`config.mk`:
```
export PLATFORM = sky130hd
export DESIGN_NAME = div_frontend
export DESIGN_NICKNAME = d
export VERILOG_FILES = /design/src/rtl/div_pkg.sv /design/src/rtl/div_sign_fix.sv /design/src/rtl/div_frontend.sv
export SDC_FILE = /design/constraint.sdc
export NUM_CORES = 1
export LEC_CHECK = 0
export CORE_MARGIN = 3
export CORE_UTILIZATION = 50
export CTS_BUF_LIST = sky130_fd_sc_hd__clkbuf_8
export DETAILED_ROUTE_END_ITERATION = 6
export PLACE_DENSITY = 0.95
export SYNTH_ARGS = -nofsm -noshare
export SYNTH_HDL_FRONTEND = slang
export SYNTH_SLANG_ARGS = --single-unit
```
`constraint.sdc`:
```
create_clock -name clk -period 4.2 [get_ports clk]
set_input_delay 0.84 -clock clk [delete_from_list [all_inputs] [get_ports clk]]
set_output_delay 0.84 -clock clk [all_outputs]
set_load 0.02 [all_outputs]
```
`src/rtl/div_pkg.sv`:
```
// Shared definitions for the divider front end: FSM encoding and bench-facing latency.
package div_pkg;

  typedef enum logic [2:0] {
    ST_IDLE  = 3'd0,
    ST_ISSUE = 3'd1,
    ST_WAIT  = 3'd2,
    ST_FIX   = 3'd3,
    ST_OUT   = 3'd4
  } div_state_t;

  localparam int DIV_DATA_W  = 32;
  localparam int DIV_LATENCY = DIV_DATA_W + 5;

endpackage

```
`src/rtl/div_sign_fix.sv`:
```
// Conditional two's-complement negate, modulo 2^DATA_W.
module div_sign_fix #(
  parameter int DATA_W = 32
) (
  input  logic [DATA_W-1:0] a,
  input  logic              neg,
  output logic [DATA_W-1:0] y
);

  assign y = neg ? (~a + {{(DATA_W-1){1'b0}}, 1'b1}) : a;

endmodule

```
`src/rtl/div_frontend.sv`:
```
// Valid/ready front end for the sequential subtract-shift divider core.
// Optional signed path enabled by defining DIV_SIGNED_EN.
module div_frontend
  import div_pkg::*;
#(
  parameter int DATA_W = 32
) (
  input  logic              clk,
  input  logic              rst_n,
  input  logic              in_valid,
  output logic              in_ready,
  input  logic [DATA_W-1:0] in_dividend,
  input  logic [DATA_W-1:0] in_divisor,
  input  logic              in_signed,
  output logic              out_valid,
  input  logic              out_ready,
  output logic [DATA_W-1:0] out_quotient,
  output logic [DATA_W-1:0] out_remainder,
  output logic              out_div_zero,
  output logic              div_start,
  input  logic              div_done,
  output logic [DATA_W-1:0] div_dividend,
  output logic [DATA_W-1:0] div_divisor,
  input  logic [DATA_W-1:0] div_quotient,
  input  logic [DATA_W-1:0] div_remainder
);

  div_state_t        state;
  logic              rdy_en;
  logic              accept;
  logic              neg_q;
  logic              neg_r;
  logic [DATA_W-1:0] mag_dividend;
  logic [DATA_W-1:0] mag_divisor;
  logic [DATA_W-1:0] q_raw;
  logic [DATA_W-1:0] r_raw;
  logic [DATA_W-1:0] q_fix;
  logic [DATA_W-1:0] r_fix;

  // rdy_en keeps in_ready low through reset even though the FSM rests in IDLE
  assign in_ready = rdy_en && (state == ST_IDLE);
  assign accept   = in_valid && in_ready;

`ifdef DIV_SIGNED_EN
  logic sign_a;
  logic sign_b;

  assign sign_a = in_signed & in_dividend[DATA_W-1];
  assign sign_b = in_signed & in_divisor[DATA_W-1];

  div_sign_fix #(.DATA_W(DATA_W)) u_mag_dividend (.a(in_dividend), .neg(sign_a), .y(mag_dividend));
  div_sign_fix #(.DATA_W(DATA_W)) u_mag_divisor  (.a(in_divisor),  .neg(sign_b), .y(mag_divisor));
  div_sign_fix #(.DATA_W(DATA_W)) u_fix_q        (.a(q_raw),       .neg(neg_q),  .y(q_fix));
  div_sign_fix #(.DATA_W(DATA_W)) u_fix_r        (.a(r_raw),       .neg(neg_r),  .y(r_fix));

  always_ff @(posedge clk or negedge rst_n) begin
    if (!rst_n) begin
      neg_q <= 1'b0;
      neg_r <= 1'b0;
    end else if (accept) begin
      neg_q <= sign_a ^ sign_b;
      neg_r <= sign_a;
    end
  end
`else
  logic unused_in_signed;

  assign unused_in_signed = in_signed;
  assign mag_dividend     = in_dividend;
  assign mag_divisor      = in_divisor;
  assign neg_q            = 1'b0;
  assign neg_r            = 1'b0;
  assign q_fix            = q_raw;
  assign r_fix            = r_raw;
`endif

  // core result capture (data only, no reset needed)
  always_ff @(posedge clk) begin
    if (state == ST_WAIT && div_done) begin
      q_raw <= div_quotient;
      r_raw <= div_remainder;
    end
  end

  always_ff @(posedge clk or negedge rst_n) begin
    if (!rst_n) begin
      state         <= ST_IDLE;
      rdy_en        <= 1'b0;
      out_valid     <= 1'b0;
      out_quotient  <= '0;
      out_remainder <= '0;
      out_div_zero  <= 1'b0;
      div_start     <= 1'b0;
      div_dividend  <= '0;
      div_divisor   <= '0;
    end else begin
      rdy_en <= 1'b1;
      case (state)
        ST_IDLE: begin
          if (accept) begin
            div_dividend <= mag_dividend;
            div_divisor  <= mag_divisor;
            if (in_divisor == '0) begin
              out_quotient  <= '1;
              out_remainder <= in_dividend;
              out_div_zero  <= 1'b1;
              out_valid     <= 1'b1;
              state         <= ST_OUT;
            end else begin
              // launch the start pulse right away when the core is already idle
              div_start <= !div_done;
              state     <= ST_ISSUE;
            end
          end
        end
        ST_ISSUE: begin
          if (div_start) begin
            div_start <= 1'b0;
            state     <= ST_WAIT;
          end else if (!div_done) begin
            div_start <= 1'b1;
          end
        end
        ST_WAIT: begin
          if (div_done) begin
            state <= ST_FIX;
          end
        end
        ST_FIX: begin
          out_quotient  <= q_fix;
          out_remainder <= r_fix;
          out_div_zero  <= 1'b0;
          out_valid     <= 1'b1;
          state         <= ST_OUT;
        end
        ST_OUT: begin
          if (out_ready) begin
            out_valid <= 1'b0;
            state     <= ST_IDLE;
          end
        end
        default: begin
          div_start <= 1'b0;
          out_valid <= 1'b0;
          state     <= ST_IDLE;
        end
      endcase
    end
  end

endmodule

```
==> results of run 1 <==
==> power by group <==
part	total (W)	switching, W	leakage [nW]	internal (W)
Combinational	0.00253	0.00144	2.27	0.00109
Clock	0.00121	0.000721	0.197	0.000487
Sequential	0.00272	0.000278	2.19	0.00244
==> state kept, by name, indices dropped and copies added (netlist names) <==
signal,cells
div_dividend,32
div_divisor,32
div_start,1
out_div_zero,1
out_quotient,32
out_remainder,32
out_valid,1
q_fix,32
r_fix,32
rdy_en,1
state,3
==> worst max-delay path: stages (launching register included) <==
cell and delay, ns:
dfrtp_1 0.57, nor4b_4 0.39, clkdlybuf4s50_1 0.70
==> layout make-up <==
| cell class | count | share of cell area |
|---|---|---|
| Timing Repair Buffer | 275 | 0.247 |
| Inverter | 2 | 0.000670 |
| Antenna cell | 1 | 0.000223 |
| Clock buffer | 17 | 0.0209 |
| Multi-Input combinational cell | 463 | 0.223 |
| Clock inverter | 15 | 0.0129 |
| Tap cell | 211 | 0.0235 |
| Sequential cell | 199 | 0.473 |
==> placed cells by master (no fill, tap or decap), types with 3 or more instances in the layout <==
| cell type | netlist | routed |
|---|---|---|
| a22oi_1 | 34 | 34 |
| nor2_1 | 34 | 33 |
| clkbuf_8 | 0 | 17 |
| clkinv_4 | 0 | 3 |
| nand4_1 | 32 | 32 |
| o211ai_1 | 4 | 4 |
| dfrtp_1 | 135 | 135 |
| o211ai_2 | 28 | 28 |
| nor4_1 | 9 | 9 |
| edfxtp_1 | 64 | 64 |
| o22ai_1 | 33 | 33 |
| clkinv_2 | 0 | 3 |
| inv_6 | 0 | 3 |
| clkdlybuf4s50_1 | 0 | 263 |
| inv_8 | 0 | 3 |
| buf_4 | 3 | 8 |
| buf_12 | 3 | 3 |
| nand2_1 | 229 | 228 |
| a21oi_1 | 36 | 36 |
==> stage by stage <==
stage | setup WS [ns] | hold slack [ns] | std cells | area, sq um
after floorplan | 1.38 | 0.471 | 719 | 8100
after global placement | 1.25 | 0.458 | 1150 | 10800
after detailed placement | 1.20 | 0.462 | 1150 | 10800
after CTS | 1.20 | 0.381 | 1182 | 11200
after global routing | 1.16 | 0.391 | 1183 | 11200
final | 1.24 | 0.365 | 1183 | 11200
==> metal layers <==
metal,global-route usage,vias up,share of wire
met5,0,-,0
met4,0.106,0,0.030
met3,0.0706,48,0.079
met2,0.450,323,0.51
met1,0.309,3369,0.38
li1,-,3026,-
==> worst min path at each step <==
| stage | startpoint | endpoint | cells after the start |
|---|---|---|---|
| 3_3_place_gp | div_dividend[4] | div_dividend[4] | 2 |
| 4_1_cts | rst_n | out_quotient[23] | 1 |
| 3_5_place_dp | div_dividend[2] | div_dividend[2] | 2 |
| 2_1_floorplan | r_fix[10] | out_remainder[10] | 2 |
| 5_1_grt | rst_n | out_quotient[22] | 1 |
| 6_report | rst_n | out_quotient[22] | 1 |
==> logic make-up (layout without fill, tap and decap cells) <==
kind of cell           Yosys count  count (layout)  synth area share
other                            1               2          0.000463
and+or+nand+nor                317             317             0.169
AOI/OAI and AO/OA              144             144             0.134
buffers and inverters           57             309            0.0397
muxes                            1               1           0.00124
DFF                            199             199             0.655
==> flow_summary.toml, run 1 <==
[run_status]
status = "complete, no violations"

[route]
viasPerCell = 5.72
drt_iter0_drc = 534
drtPass1Iterations = 5
antenna_left = 0
drcViolationCount = 0
vias = 6766
wl_per_cell_microns = 19.8
drt-total-wl_mm = 23.4

[grt]
overflow = 0
grtUsageTotal = 0.260
grt_start_max_net_pins = 72
grt_first_pass_wirelength_mm = 36.3
antenna_found_initial = 1
grt_pass1_vias = 6943

[logic_synthesis]
netlist_top_cells_count = "nand2_1, dfrtp_1, edfxtp_1"
synthArstFlopShare = 0.678
synth_seq_cells = 199
synth_cell_types = 38
synth_ff_type = "dfrtp_1"
synth_fp_nets = 853
synth_top_area_frac = 0.417
synth_seq_area_share = 0.655
synthTopCellsByArea = "dfrtp_1, edfxtp_1, nand2_1"
syn_area_sq_um = 8100
yosysTopAreaCell = "dfrtp_1"
synth_edf_count = 64
post-synth-top-count-cell = "nand2_1"
syn_avg_cell_area_sq_um = 11.3
yosysWarnings = 0
postSynthCellCount = 719

[setup_path]
worstSetupEndpoint = "in_ready"
startpoint = "state[1]"
r2r_cells = 5
path_class = "flip-flop to primary output"
reg2reg_to = "out_remainder[31]"
regToRegStartpoint = "state[2]"
arrival_ns = 2.12
critPathMaxFanout = 14
r2r_slack_ns = 1.72
end_kind = "primary output"
cp.required_ns = 3.36
start_kind = "flip-flop"

[timing]
relSlewSlack = 0.425
post-route-min-period_ns = 2.96
finalCritPeriodShare = 0.706
fin_skew_ns = 0.00977
worst_pin_slew_ns = 0.862
fin_setup_tns_ns = 0
finalSetupViolCount = 0
maxSlewViolCount = 0
hold_violations = 0
max_freq_mhz = 337
rsz0062_at_grt = "no"

[final_layout]
syn_to_final_growth_pct = 38.5
regArea_sq_um = 5300
drive_above_1_share = 0.0844
layout.nets = 1092
nFillCells = 1039
final_util = 0.721
multi_input_area_sq_um = 2490

[clock_tree]
cts_resized = 0
clk_latency_ns = 0.46
cts_tree = "built"
clk_path_buf_depth = 2
clkTransAtPathRegs_ns = 0.10
clock_sinks = 199
cts_hold_buf = 0
h-tree-depth = 4
cts_root_buf = "clkbuf_8"
cts_made_buffers = 17
cts_setup_buffers = 0

[power_and_ir_drop]
irDropWorstVdd_v = 0.000412
powerDensity_nw_per_um2 = 576
p_leak_nw = 4.66
p_total_w = 0.00646

[die]
die-area_sq_um = 17800
initial_core_util = 0.521
core.rowCount = 45
core_area_sq_um = 15500
fp.dieW_microns = 133
die_h_microns = 133
io_pins = 266

[placement]
gp_congestion = 0.830
io_buffers = 264
dp_hpwl_mm = 16.0

[hold_path]
worst_hold_path_type = "input pin to asynchronous set/reset pin"

[run]
drv_cap = 0
(Power assumes the default switching activity.)
==> run 2: changes to the inputs <==
--- a/config.mk
+++ b/config.mk
@@ -6,10 +6,10 @@
 export NUM_CORES = 1
 export LEC_CHECK = 0
 export CORE_MARGIN = 3
-export CORE_UTILIZATION = 50
+export CORE_UTILIZATION = 43
 export CTS_BUF_LIST = sky130_fd_sc_hd__clkbuf_8
 export DETAILED_ROUTE_END_ITERATION = 6
-export PLACE_DENSITY = 0.95
+export PLACE_DENSITY = 0.89
 export SYNTH_ARGS = -nofsm -noshare
 export SYNTH_HDL_FRONTEND = slang
 export SYNTH_SLANG_ARGS = --single-unit
==> constraint.sdc (replaced) <==
create_clock -name clk -period 2.4 [get_ports clk]
set_input_delay 0.48 -clock clk [delete_from_list [all_inputs] [get_ports clk]]
set_output_delay 0.48 -clock clk [all_outputs]
set_load 0.02 [all_outputs]
==> flow_summary.toml, run 2 (synthesized netlist as in run 1, its figures left out) <==
[die]
io_pins = 266
die-area_sq_um = 20500
die_h_microns = 143
initial_core_util = 0.445
core_area_sq_um = 18200
core.rowCount = 49
fp.dieW_microns = 143

[setup_path]
reg2reg_to = "out_remainder[27]"
crit_path_max_incr_delay_ns = 0.52
cp_cell_sequence = "nor4b_4 -> dlygate4sd2_1"
startpoint = "state[0]"
start_kind = "flip-flop"
critPathMaxFanout = 11
worstSetupEndpoint = "in_ready"
crit_slowest_cell = "dfrtp_1"
cp.required_ns = 1.92
arrival_ns = 1.72
path_class = "flip-flop to primary output"
end_kind = "primary output"
r2r_cells = 5
regToRegStartpoint = "state[0]"
r2r_slack_ns = 0.65

[grt]
antenna_found_initial = 0
grt_pass1_vias = 6884
grt_start_max_net_pins = 52
grt_first_pass_wirelength_mm = 37.0
overflow = 0
grtUsageTotal = 0.231

[final_layout]
syn_to_final_growth_pct = 41.7
layout.nets = 1107
final_cell_mix = "clkdlybuf4s50_1, nand2_1, dfrtp_1"
design_area_sq_um = 11500
diodes = 0
final_common_cell = "clkdlybuf4s50_1"
regArea_sq_um = 5300
drive_above_1_share = 0.0963
multi_input_area_sq_um = 2500
fin_cells = 1215
nFillCells = 1412

[hold_path]
min-delay-start = "div_divisor[9]"
worst_hold_path_type = "flip-flop to flip-flop"

[power_and_ir_drop]
irDropWorstVdd_v = 0.000659
powerDensity_nw_per_um2 = 1000
p_total_w = 0.0115
p_leak_nw = 4.77

[clock_tree]
clk_path_buf_depth = 2
clock_sinks = 199
clk_latency_ns = 0.45
cts_made_buffers = 17
clkTransAtPathRegs_ns = 0.11
cts_root_buf = "clkbuf_8"
h-tree-depth = 4
cts_tree = "built"
cts_setup_buffers = 0

[route]
drcViolationCount = 0
drtPass1Iterations = 6
viasPerCell = 5.55
wl_per_cell_microns = 19.4
drt-total-wl_mm = 23.5
drt_iter0_drc = 496
vias = 6746
antenna_left = 0

[timing]
post-route-min-period_ns = 2.20
setup_slack_ns = 0.202
finalSetupViolCount = 0
worst_pin_slew_ns = 0.573
finalCritPeriodShare = 0.916
fin_setup_tns_ns = 0
rsz0062_at_grt = "no"
relSlewSlack = 0.618
max_freq_mhz = 455
maxSlewViolCount = 0
hold_violations = 0
fin_skew_ns = 0.0150

[placement]
dp_cells = 1182
placed_cell_area_sq_um = 11000
pre_cts_slack_ns = 0.121
dp_hpwl_mm = 16.2
io_buffers = 264
gp_congestion = 0.819

[run]
drv_cap = 0

[run_status]
status = "complete, no violations"
-- run 2: cell count changes in the layout (fill, tap and decap cells not counted), sizes merged, moves of 2 or more --
cell	before	now
clkinv	6	1
clkinvlp	1	5
buf	12	26
bufinv	1	3
-- run 2: what timing repair did --
action	4_1_cts	5_1_grt
hold buffers	1	0
resized for setup	1	0
hold endpoints to repair	42	0
endpoints found under the setup margin	1	0
-- run 2: layout make-up --
| cell class | instances | area share |
|---|---|---|
| timing repair buffer | 290 | 0.259 |
| sequential | 199 | 0.462 |
| clock buffer | 17 | 0.0204 |
| multi-input combinational | 463 | 0.218 |
| tap | 229 | 0.0250 |
| inverter | 2 | 0.000655 |
| clock inverter | 15 | 0.0155 |
-- run 2: worst max-delay path, delay by kind of cell, from the launching register on --
family                 cells  cell delay, ns
buffers and inverters      1            0.41
DFF                        1            0.52
and+or+nand+nor            1            0.35
-- run 2: how the worst min path moves through the flow --
stage	end	slack, ns	depth (start not counted)
after CTS	div_dividend[20]	0.49	2
final	div_divisor[9]	0.48	2
after global placement	out_quotient[18]	0.45	1
after floorplan	div_dividend[0]	0.18	0
after detailed placement	out_quotient[18]	0.45	1
after global routing	div_dividend[20]	0.50	2
-- run 2: power by group --
part           total, W  internal [W]  switching [W]  leakage, nW
logic           0.00455       0.00199        0.00256         2.37
clock network   0.00224       0.00104        0.00120        0.200
registers       0.00471       0.00427       0.000439         2.19
total            0.0115       0.00730        0.00420         4.77
-- run 2: per-stage QoR --
stage	utilization	hold WS, ns
finish	0.630	0.483
global route	0.630	0.505
CTS	0.630	0.486
detailed placement	0.607	0.453
global placement	0.607	0.450
floorplan	-	0.184
-- run 2: metal layers --
layer | vias up | share of wire | track usage
met5 | - | 0 | 0
met4 | 0 | 0.018 | 0.0664
met3 | 29 | 0.078 | 0.0683
met2 | 286 | 0.51 | 0.383
met1 | 3366 | 0.39 | 0.296
li1 | 3065 | - | -
